**src/rtl/seq_pkg.sv**
```systemverilog
// Shared constants and state encoding for the 102210 digit-sequence link.
// Used by the generator, the detector and the top-level bench.
package seq_pkg;

  localparam logic [3:0] DIG_1    = 4'd1;
  localparam logic [3:0] DIG_0    = 4'd0;
  localparam logic [3:0] DIG_2    = 4'd2;
  localparam logic [3:0] IDLE_VAL = 4'd15;

  localparam int unsigned SEQ_LEN  = 6;
  localparam logic [2:0]  OVL_IDX  = 3'd2;
  localparam logic [2:0]  LAST_IDX = 3'(SEQ_LEN - 1);

  typedef enum logic [1:0] {
    StIdle = 2'd0,
    StSend = 2'd1,
    StGap  = 2'd2,
    StFin  = 2'd3
  } seq_state_e;

endpackage

```
**src/rtl/seq_generator.sv**
```systemverilog
// Transmitter for the 102210 digit stream: START-triggered burst of REPEAT+1 sequences,
// GAP idle cycles between them. Define SEQGEN_OVERLAP_EN to shorten gapless repeats to D2..D5.
module seq_generator
  import seq_pkg::*;
#(
  parameter logic [3:0] D0       = DIG_1,
  parameter logic [3:0] D1       = DIG_0,
  parameter logic [3:0] D2       = DIG_2,
  parameter logic [3:0] D3       = DIG_2,
  parameter logic [3:0] D4       = DIG_1,
  parameter logic [3:0] D5       = DIG_0,
  parameter logic [3:0] IDLE_VAL = seq_pkg::IDLE_VAL
) (
  input  logic       CLK,
  input  logic       RST_N,
  input  logic       START,
  input  logic [3:0] REPEAT,
  input  logic [3:0] GAP,
  output logic [3:0] O,
  output logic       VALID,
  output logic       BUSY,
  output logic       DONE
);

`ifdef SEQGEN_OVERLAP_EN
  // Trailing 1,0 of the previous sequence doubles as the next prefix.
  localparam logic [2:0] RESTART_IDX = OVL_IDX;
`else
  localparam logic [2:0] RESTART_IDX = 3'd0;
`endif

  seq_state_e state_q, state_d;
  logic [2:0] idx_q, idx_d;
  logic [3:0] rep_q, rep_d;
  logic [3:0] gap_len_q, gap_len_d;
  logic [3:0] gap_cnt_q, gap_cnt_d;
  logic [3:0] o_d;
  logic       valid_d, busy_d, done_d;

  function automatic logic [3:0] digit(input logic [2:0] i);
    case (i)
      3'd0:    digit = D0;
      3'd1:    digit = D1;
      3'd2:    digit = D2;
      3'd3:    digit = D3;
      3'd4:    digit = D4;
      3'd5:    digit = D5;
      default: digit = IDLE_VAL;
    endcase
  endfunction

  always_ff @(posedge CLK or negedge RST_N) begin
    if (!RST_N) begin
      state_q   <= StIdle;
      idx_q     <= 3'd0;
      rep_q     <= 4'd0;
      gap_len_q <= 4'd0;
      gap_cnt_q <= 4'd0;
      O         <= IDLE_VAL;
      VALID     <= 1'b0;
      BUSY      <= 1'b0;
      DONE      <= 1'b0;
    end else begin
      state_q   <= state_d;
      idx_q     <= idx_d;
      rep_q     <= rep_d;
      gap_len_q <= gap_len_d;
      gap_cnt_q <= gap_cnt_d;
      O         <= o_d;
      VALID     <= valid_d;
      BUSY      <= busy_d;
      DONE      <= done_d;
    end
  end

  always_comb begin
    state_d   = state_q;
    idx_d     = idx_q;
    rep_d     = rep_q;
    gap_len_d = gap_len_q;
    gap_cnt_d = gap_cnt_q;
    unique case (state_q)
      StIdle: begin
        if (START) begin
          rep_d     = REPEAT;
          gap_len_d = GAP;
          idx_d     = 3'd0;
          state_d   = StSend;
        end
      end
      StSend: begin
        if (idx_q == LAST_IDX) begin
          if (rep_q == 4'd0) begin
            idx_d   = 3'd0;
            state_d = StFin;
          end else begin
            rep_d = rep_q - 4'd1;
            if (gap_len_q != 4'd0) begin
              gap_cnt_d = gap_len_q;
              idx_d     = 3'd0;
              state_d   = StGap;
            end else begin
              idx_d = RESTART_IDX;
            end
          end
        end else begin
          idx_d = idx_q + 3'd1;
        end
      end
      StGap: begin
        if (gap_cnt_q == 4'd1) begin
          gap_cnt_d = 4'd0;
          idx_d     = 3'd0;
          state_d   = StSend;
        end else begin
          gap_cnt_d = gap_cnt_q - 4'd1;
        end
      end
      StFin: begin
        state_d = StIdle;
      end
      default: state_d = StIdle;
    endcase
  end

  // Outputs are decoded from the next state so that they land in flops.
  always_comb begin
    o_d     = IDLE_VAL;
    valid_d = 1'b0;
    busy_d  = (state_d != StIdle);
    done_d  = (state_d == StFin);
    if (state_d == StSend) begin
      o_d     = digit(idx_d);
      valid_d = 1'b1;
    end
  end

endmodule
```
**config.mk**
```make
export PLATFORM = sky130hd
export DESIGN_NAME = seq_generator
export DESIGN_NICKNAME = d
export VERILOG_FILES = /design/src/rtl/seq_pkg.sv /design/src/rtl/seq_generator.sv
export SDC_FILE = /design/constraint.sdc
export NUM_CORES = 1
export LEC_CHECK = 0
export BUFFER_PORTS_ARGS = -buffer_cell sky130_fd_sc_hd__buf_2
export CAP_MARGIN = 5
export CELL_PAD_IN_SITES_DETAIL_PLACEMENT = 0
export CELL_PAD_IN_SITES_GLOBAL_PLACEMENT = 1
export CORE_AREA = 2 2 52 59
export CTS_BUF_LIST = sky130_fd_sc_hd__clkbuf_4
export CTS_CLUSTER_SIZE = 10
export DETAILED_ROUTE_END_ITERATION = 16
export DIE_AREA = 0 0 54 61
export PLACE_DENSITY_LB_ADDON = 0.1
export SYNTH_ARGS = -nofsm -noshare
export SYNTH_HDL_FRONTEND = slang
export SYNTH_SLANG_ARGS = --single-unit
export TNS_END_PERCENT = 30
```
**constraint.sdc**
```tcl
create_clock -name CLK -period 2.8 [get_ports CLK]
set_input_delay 0 -clock CLK [delete_from_list [all_inputs] [get_ports CLK]]
set_output_delay 0 -clock CLK [all_outputs]
set_load 0.02 [all_outputs]
```
Word-level counts from Yosys, hierarchy flattened
Cells that the tools add are included.
{"block": "classes", "n_addsub": 3, "n_reduce_logical": 13, "muxes": 22, "n_eq_ne": 16}
{"op": "two-way mux 4 bit", "count": 8}
{"op": "case mux 4 bit (2 select lines)", "count": 2}
{"op": "case mux 4 bit (3 select lines)", "count": 1}
{"op": "two-way mux 2 bit", "count": 5}
{"op": "== test 3 bit (second input constant)", "count": 3}
{"op": "two-way mux 3 bit", "count": 3}
{"op": "case mux 3 bit (3 select lines)", "count": 1}
{"op": "inequality test 2 bit (second input constant)", "count": 4}
{"op": "case mux 2 bit (4 select lines)", "count": 1}
{"op": "AND reduction 4 bit", "count": 2}
{"op": "subtractor 4 x 1 -> 4 bit (second input constant)", "count": 2}
{"op": "== test 2 bit (second input constant)", "count": 3}
{"op": "== test 3 x 2 -> 1 bit (second input constant)", "count": 2}
{"op": "nonzero test 2 bit", "count": 3}
{"op": "OR reduction 2 bit", "count": 3}
{"op": "== test 2 x 1 -> 1 bit (second input constant)", "count": 2}
{"op": "== test 4 x 1 -> 1 bit (second input constant)", "count": 1}
{"op": "logical NOT 4 bit", "count": 1}
{"op": "nonzero test 4 bit", "count": 1}
{"op": "adder 3 x 1 -> 3 bit (second input constant)", "count": 1}
{"op": "== test 3 x 1 -> 1 bit (second input constant)", "count": 1}
{"op": "logical NOT 3 bit", "count": 1}
{"op": "logical NOT 2 bit", "count": 1}
{"op": "AND reduction 2 bit", "count": 1}
{"op": "two-way mux 1 bit", "count": 1}
{"block": "word_totals", "input_bits": 11, "ff_bits": 24, "word_cells": 63, "output_inout_bits": 7}

Logic depth before layout (Yosys ltp)
Gate-level depths: netlist of run 1.
{"block": "logic_depth", "word_depth": 7, "ltp_mapped": 7}

Least setup slack after synthesis of run 1
OpenSTA, ideal clock, no wires.
{"block": "synth_path", "kind": "register to register", "from": "register gap_cnt_q[1]", "to": "register O[0]", "path_buffers": 0, "path_slack_ps": 815, "arrival_ps": 1925, "synth_period_minus_slack_ps": 1985, "stages_incl_launch_ff": 8, "path_cell_list": "dfrtp_1 -> inv_1 -> ha_1 -> or4b_1 -> a211o_1 -> a21oi_2 -> mux2_1 -> nand2_1"}
{"block": "synth_between", "elab_chain_len": 7, "elab_cells_between_ends": 17}
{"element": "start: declaration", "line": "seq_generator.sv:36", "rtl": "logic [3:0] gap_cnt_q, gap_cnt_d;"}
{"element": "start signal: assignment", "line": "seq_generator.sv:68", "rtl": "gap_cnt_q <= gap_cnt_d;"}
{"element": "== test 4 x 1 -> 1 bit *", "line": "seq_generator.sv:111", "rtl": "if (gap_cnt_q == 4'd1) begin"}
{"element": "two-way mux 3 bit", "line": "seq_generator.sv:111"}
{"element": "case mux 3 bit (3 select lines)", "line": "seq_generator.sv:82", "rtl": "unique case (state_q)"}
{"element": "== test 3 bit, or another cell as far along", "line": "seq_generator.sv:41", "rtl": "case (i)"}
{"element": "OR reduction 2 bit (no source line)"}
{"element": "case mux 4 bit (3 select lines)", "line": "seq_generator.sv:41"}
{"element": "two-way mux 4 bit *", "line": "seq_generator.sv:132", "rtl": "if (state_d == StSend) begin"}
{"element": "via o_d[0]", "line": "seq_generator.sv:37", "rtl": "logic [3:0] o_d;"}
{"element": "end signal: assignment", "line": "seq_generator.sv:59", "rtl": "O <= IDLE_VAL;"}
{"element": "end signal: assignment", "line": "seq_generator.sv:69", "rtl": "O <= o_d;"}
{"element": "end: declaration", "line": "seq_generator.sv:19", "rtl": "output logic [3:0] O,"}
The timed path passes the listed nets; every way through them passes the cells marked *.
A chain may end at the register's enable or synchronous reset.

Final worst setup path of run 1
Same ends and word-level chain as after synthesis.

==> results.md, run 1 <==
* DR pass1 iterations at 4
* Clock Skew at roughly 6.3 ps
* Final GP Congestion at between 0.7 and 0.8
* P&R area growth vs syn at 18.7%
* Row cnt at 20
* Fmax at 0.466 GHz
* Reg clk slew, reported paths at 130 ps
* Sink Count at 23
* Min cycle time layout at 2150 ps
* Met2 routed WL at 1330 um
* WHS Path Cells at 3
* Share of cells above drive strength 1 at a little over a fifth
* Final ANT Viol Nets at 0
* Drt wl/cell at 14.5 um
* Hold Path Class: input pin to register
* Residual DRC at 0
* Power per cell area at 1020 nW/um^2
* Core Region at 2700 sq um
* Vias/cell at 5.53
* Iteration-0 DRC Markers at 17
* Synthesis-stage register bit count at 23
* Hold_sp: START
* Crit start category: register
* Synth Net Count at 131
* Vias in the first global route at around 900
* RSZ-0062 raised after global routing: false
* Register-to-register setup slack at approximately 650 ps
* Final WL at 2530 um
* Syn Std Cell Area at 1180 sq um
* Final setup fails at 0
* H-tree levels at 1
* Number of port buffers at 17
* I/O Pins at 18
* Num CTS Buffers at 3
* CP endpoint kind: register
* Worst EP required at 3080 ps
* Ys flop type: dfrtp_1
* CP Class: register to register
* Ant. Diodes at 0
* TNS Setup at 0 ps
* Synth async-reset ratio at 100%
* Max-cap violations at 0
* Die width at about 54 um
* WL met3 at approximately 79 um
* Final Hold Vio Count at 0
* Post-synth EDFFs at 0
* Hold worst-path end: BUSY$_DFF_PN0_
* Slew @ Worst Pin at ~570 ps
* Arrival time worst endpoint at 2420 ps
* Ys Warns at 0
* Worst r2r dst: O[0]$_DFF_PN1_
* Fin nets at around 160
* Clk root buf: clkbuf_4
* Critical R2R Launch: gap_cnt_q[1]$_DFFE_PN0P_
* CTS max path bufs at 2
* Remaining Overflow, GRT at 0
* Number of cells produced by synthesis at 116
* Leak pwr at 0.636 nW
* Status: finished clean
* Post-CTS sizing at 0
* FF-to-FF path depth at 7
* Initial Utilization at between 40% and 50%
* Total track usage at between 10% and 20%
* CTS tree: done
* Worst-path cell chain: inv_1 > ha_1 > or4b_1 > a211o_1 > a21oi_2 > mux2_1 > nand2_1
* Vert. Die Dim at slightly above 60 um
* Period utilisation layout at 76.6%
* Initial antenna violation count at 0
* Vias at 963
* CP peak stage delay at 470 ps
* Routed met1 length at 1060 um
* Register area share after synthesis at 49.2%
* First-pass GRT wire length at 3980 um
* Slowest-stage cell, CP: or4b_1
* Synth cell types at 36
* Die area at 3290 sq um
* Avg Inst Size Synth at 10.2 sq um
* DP HPWL at between 1500 and 2000 um
* Worst-path maximum fanout at 4
* Post-place instance area at between 1000 and 1500 sq um
* Worst-Skew Late Latency at 320 ps
* Max-Slew Margin vs Limit at 61.6%
* Max IR drop VDD at 0.413 mV
* Slew Limit Fails at 0
* Top Metal Used: met4
* Final Cell Area at 1400 sq um
* Largest net degree at the start of global routing at 24
-- registers in the layout, indices dropped and copies added, names as in the netlist --
name / count
idx_q: 3
O: 3
gap_cnt_q: 4
rep_q: 4
DONE: 1
state_q: 2
BUSY: 1
VALID: 1
gap_len_q: 4
-- through the flow --
stage / util (%) / setup slack, ps / std cells / total power, mW / hold WS [ps]
detailed placement: 47.4 / 681 / 161 / 1.27 / 9.08
global route: 51.8 / 498 / 174 / 1.55 / 40.9
finish: 51.8 / 654 / 174 / 1.43 / 15.2
global placement: 47.4 / 745 / 161 / 1.25 / -5.34
CTS: 51.8 / 643 / 174 / 1.45 / 1.88
floorplan: - / 815 / 116 / 1.10 / -296
-- critical path, delay by kind of cell, from the launching register on --
kind	cells	cell delay, ps
compound gates	2	530
mux	1	350
flops	1	410
simple gates	2	540
buf+inv	1	120
fa+ha+maj	1	160
-- cells in the final DEF, fill, tap and decap left out, types with 2 or more instances in the layout --
cell | synthesis | final
nand2_1 | 4 | 4
buf_2 | 1 | 17
clkbuf_4 | 0 | 3
nor2_1 | 7 | 7
nor3b_1 | 5 | 5
ha_1 | 4 | 4
mux2_2 | 4 | 4
o21ai_0 | 11 | 11
dfrtp_1 | 20 | 20
dlygate4sd3_1 | 0 | 9
nor4_1 | 2 | 2
a21oi_1 | 9 | 9
nand2b_1 | 5 | 5
inv_1 | 7 | 7
a21o_1 | 4 | 4
nor3_1 | 5 | 5
dfstp_2 | 3 | 3
a22oi_1 | 2 | 2
nand4b_1 | 2 | 2
-- cell usage after synthesis (all sizes together), types with 2 or more instances --
cell | instances | area (sq um)
a21oi | 10 | 53.8
ha | 4 | 50.1
a22oi | 2 | 15.0
nand2b | 5 | 31.3
dfstp | 3 | 78.8
nand2 | 4 | 15.0
nor2 | 7 | 26.3
inv | 7 | 26.3
dfrtp | 20 | 500
a21o | 4 | 30.0
o21ai | 11 | 55.1
nor3b | 5 | 37.5
nor4 | 2 | 12.5
clkbuf | 3 | 11.3
mux2 | 5 | 56.3
nor3 | 5 | 25.0
nand4b | 2 | 17.5
buf | 2 | 12.5
-- kinds of logic after synthesis --
family | count (synthesis) | share of synthesized area [%]
buffers and inverters | 12 | 4.25
muxes | 5 | 4.78
AOI/OAI and AO/OA | 36 | 19.5
and+or+nand+nor | 36 | 18.0
adders and majority gates | 4 | 4.25
DFF | 23 | 49.2
-- final cells by class --
| class | count | area, sq um |
|---|---|---|
| clock buffer | 3 | 22.5 |
| clock inverter | 1 | 5.00 |
| fill | 256 | 1300 |
| inverter | 7 | 26.3 |
| multi-input combinational | 81 | 549 |
| sequential | 23 | 579 |
| tap | 33 | 41.3 |
| timing repair buffer | 26 | 175 |
-- routing by layer --
layer  GRT usage (%)  vias up
met1            19.3      461
met3            2.22        4
met5               0        -
met2            30.8       22
li1                -      476
met4            11.8        0
-- power breakdown --
group / switching [mW] / internal (mW) / total [mW]
combinational: 0.360 / 0.279 / 0.639
clock: 0.107 / 0.0536 / 0.160
sequential: 0.137 / 0.492 / 0.629
total: 0.604 / 0.825 / 1.43
-- worst max-delay path by stage --
stage               cells after the start                     start  slack (ps)        endpoint
floorplan                               7  gap_cnt_q[1]$_DFFE_PN0P_         810  O[0]$_DFF_PN1_
global placement                        7  gap_cnt_q[1]$_DFFE_PN0P_         750  O[0]$_DFF_PN1_
detailed placement                      7  gap_cnt_q[1]$_DFFE_PN0P_         680  O[0]$_DFF_PN1_
CTS                                     7  gap_cnt_q[1]$_DFFE_PN0P_         640  O[0]$_DFF_PN1_
global route                            7  gap_cnt_q[1]$_DFFE_PN0P_         500  O[0]$_DFF_PN1_
finish                                  7  gap_cnt_q[1]$_DFFE_PN0P_         650  O[0]$_DFF_PN1_
-- what timing repair did --
item                                    4_1_cts  5_1_grt
hold endpoints to repair                     31        0
endpoints found under the setup margin        0        0
hold buffers                                  9        0
setup buffers                                 0        0
No activity file was read; power rests on OpenSTA's default activity.
==> run 2: changes to the inputs <==
==> constraint.sdc (replaced) <==
create_clock -name CLK -period 2 [get_ports CLK]
set_input_delay 0 -clock CLK [delete_from_list [all_inputs] [get_ports CLK]]
set_output_delay 0 -clock CLK [all_outputs]
set_load 0.02 [all_outputs]
==> run 2 against run 1 <==
Clock power grew 41%. Cell count increased by 3.4%. Power up 53%. Sequential share of layout area down 2.1 points. Fmax up 7.8%. Clock skew hardly changed. Sequential power up 38%. Utilization increased by 2.7 points. Via count increased by 1.2%. Sequential cell count unchanged. Largest power group unchanged.
==> results.md, run 2 (synthesized netlist as in run 1, its figures left out) <==
* Ant. Diodes at 0
* Max-cap violations at 0
* Die width at 54 um
* DR pass1 iterations at 4
* Top Metal Used: met4
* Slew @ Worst Pin at 560 ps
* Num CTS Buffers at 3
* Clk root buf: clkbuf_4
* Core Util, Final at between 50% and 60%
* Fin nets at 163
* Core Region at roughly 2700 sq um
* Worst EP required at 2250 ps
* Worst-path maximum fanout at 2
* CP endpoint kind: register
* Final WL at approximately 2400 um
* Vert. Die Dim at between 60 and 70 um
* Fmax at 0.502 GHz
* Worst-Skew Late Latency at around 300 ps
* Final Hold Vio Count at 0
* Largest net degree at the start of global routing at 24
* Power, Total at ~2.2 mW
* Met2 routed WL at 1230 um
* Leak pwr at 0.676 nW
* Worst-path cell chain: inv_2 > ha_4 > or4b_4 > a211o_1 > a21oi_2 > mux2_4 > nand2_2
* Row cnt at 20
* Reg clk slew, reported paths at 130 ps
* Max-Slew Margin vs Limit at a little over three fifths
* Vias in the first global route at 942
* Vias at 975
* Routed met1 length at 1110 um
* WL met3 at 83 um
* Remaining Overflow, GRT at 0
* Critical R2R Launch: gap_cnt_q[1]$_DFFE_PN0P_
* WHS Path Cells at 3
* Clock power share at 10.3%
* DP HPWL at 1760 um
* CTS max path bufs at 2
* CTS tree: done
* CP Class: register to register
* Period utilisation layout at 99.5%
* Crit path max-delay family: simple AND/OR/NAND/NOR gates
* Status: finished clean
* Sink Count at 23
* Sequential Power Share at 39.5%
* Arrival time worst endpoint at 2240 ps
* Dpl cells at 167
* Initial antenna violation count at 0
* Most common cell after layout, fill and taps aside: dfrtp_1
* I/O Pins at 18
* Final setup fails at 0
* Total track usage at 16.9%
* Final GP Congestion at 0.747
* Crit start category: register
* Number of port buffers at 17
* Logic pwr share at 50.2%
* Final ANT Viol Nets at 0
* FF-to-FF path depth at 7
* Residual DRC at 0
* Power per cell area at roughly 1500 nW/um^2
* Most frequent cells in the layout: dfrtp_1, buf_2, o21ai_0, a21oi_1
* Vias/cell at 5.42
* H-tree levels at 1
* Drt wl/cell at 13.5 um
* Hold Path Class: input pin to register
* Switching Fraction at 40.0%
* Regs by FF count: gap_cnt_q: 4 flops, gap_len_q: 4 flops, rep_q: 4 flops
* Slew Limit Fails at 0
* Clock Skew at 6.76 ps
* Hold_sp: REPEAT[3]
* Switch Pwr at 0.875 mW
* Slowest-stage cell, CP: or4b_4
* Register-to-register setup slack at 9 ps
* Min cycle time layout at 1990 ps
* P&R area growth vs syn at 24.9%
* Initial Utilization at 43.6%
* Buf/Inv on CP at 1
* Max IR drop VDD at 0.652 mV
* Hold worst-path end: rep_q[3]$_DFFE_PN0P_
* First-pass GRT wire length at 4060 um
* Final cell count without fillers at 180
* Iteration-0 DRC Markers at 13
* Die area at 3290 sq um
* RSZ-0062 raised after global routing: true
* P_int at 1.31 mW
* CP peak stage delay at 460 ps
* Share of cells above drive strength 1 at approximately 30%
* Worst r2r dst: O[0]$_DFF_PN1_
-- run 2: worst register-to-register path, cell delays in order (launching register included) --
cell,delay [ps]
dfrtp_1,410
inv_2,80
ha_4,120
or4b_4,460
a211o_1,280
a21oi_2,190
mux2_4,330
nand2_2,60
-- run 2: per-layer routing --
layer	global-route usage [%]	up-vias
met5	0	-
met4	6.43	0
met3	2.22	2
met2	29.8	20
met1	20.7	466
li1	-	487
-- run 2: metrics by stage --
stage          TNS, ps  hold slack, ps  area [sq um]  setup WS (ps)
6_report             0            20.8          1470           9.13
4_1_cts              0            8.39          1440           3.13
5_1_grt           -146            19.9          1470          -83.6
2_1_floorplan        0            -296          1180           14.7
3_3_place_gp         0           -1.14          1330           20.5
3_5_place_dp     -11.1          -0.531          1330          -11.1
-- run 2: how the worst max path moves through the flow --
| stage | start | endpoint | slack [ps] | cells after the start |
|---|---|---|---|---|
| 5_1_grt | gap_cnt_q[1]$_DFFE_PN0P_ | O[0]$_DFF_PN1_ | -80 | 7 |
| 2_1_floorplan | gap_cnt_q[1]$_DFFE_PN0P_ | O[0]$_DFF_PN1_ | 10 | 7 |
| 3_3_place_gp | gap_cnt_q[1]$_DFFE_PN0P_ | O[0]$_DFF_PN1_ | 20 | 7 |
| 6_report | gap_cnt_q[1]$_DFFE_PN0P_ | O[0]$_DFF_PN1_ | 9 | 7 |
| 3_5_place_dp | gap_cnt_q[1]$_DFFE_PN0P_ | O[0]$_DFF_PN1_ | -10 | 7 |
| 4_1_cts | gap_cnt_q[1]$_DFFE_PN0P_ | O[0]$_DFF_PN1_ | 3 | 7 |
-- run 2: repair_timing --
action	4_1_cts	5_1_grt
gates resized for setup	2	6
endpoints found under the setup margin	1	5
buffers inserted	1	1
pin swaps	1	2
hold buffers	7	0
hold endpoints to repair	26	0
-- run 2: cell type report --
type | instances | area (sq um)
inverter | 7 | 26.3
timing repair buffer | 32 | 219
tap | 33 | 41.3
sequential | 23 | 579
multi-input combinational | 81 | 577
clock buffer | 4 | 30.0
fill | 249 | 1230
-- run 2: power groups by stage --
stage | Clock, mW | Combinational [mW] | Sequential, mW
6_report | 0.226 | 1.10 | 0.865
5_1_grt | 0.257 | 1.24 | 0.894
4_1_cts | 0.238 | 1.04 | 0.853
3_5_place_dp | 0 | 0.973 | 0.863
3_3_place_gp | 0 | 0.960 | 0.856
2_1_floorplan | 0 | 0.652 | 0.882
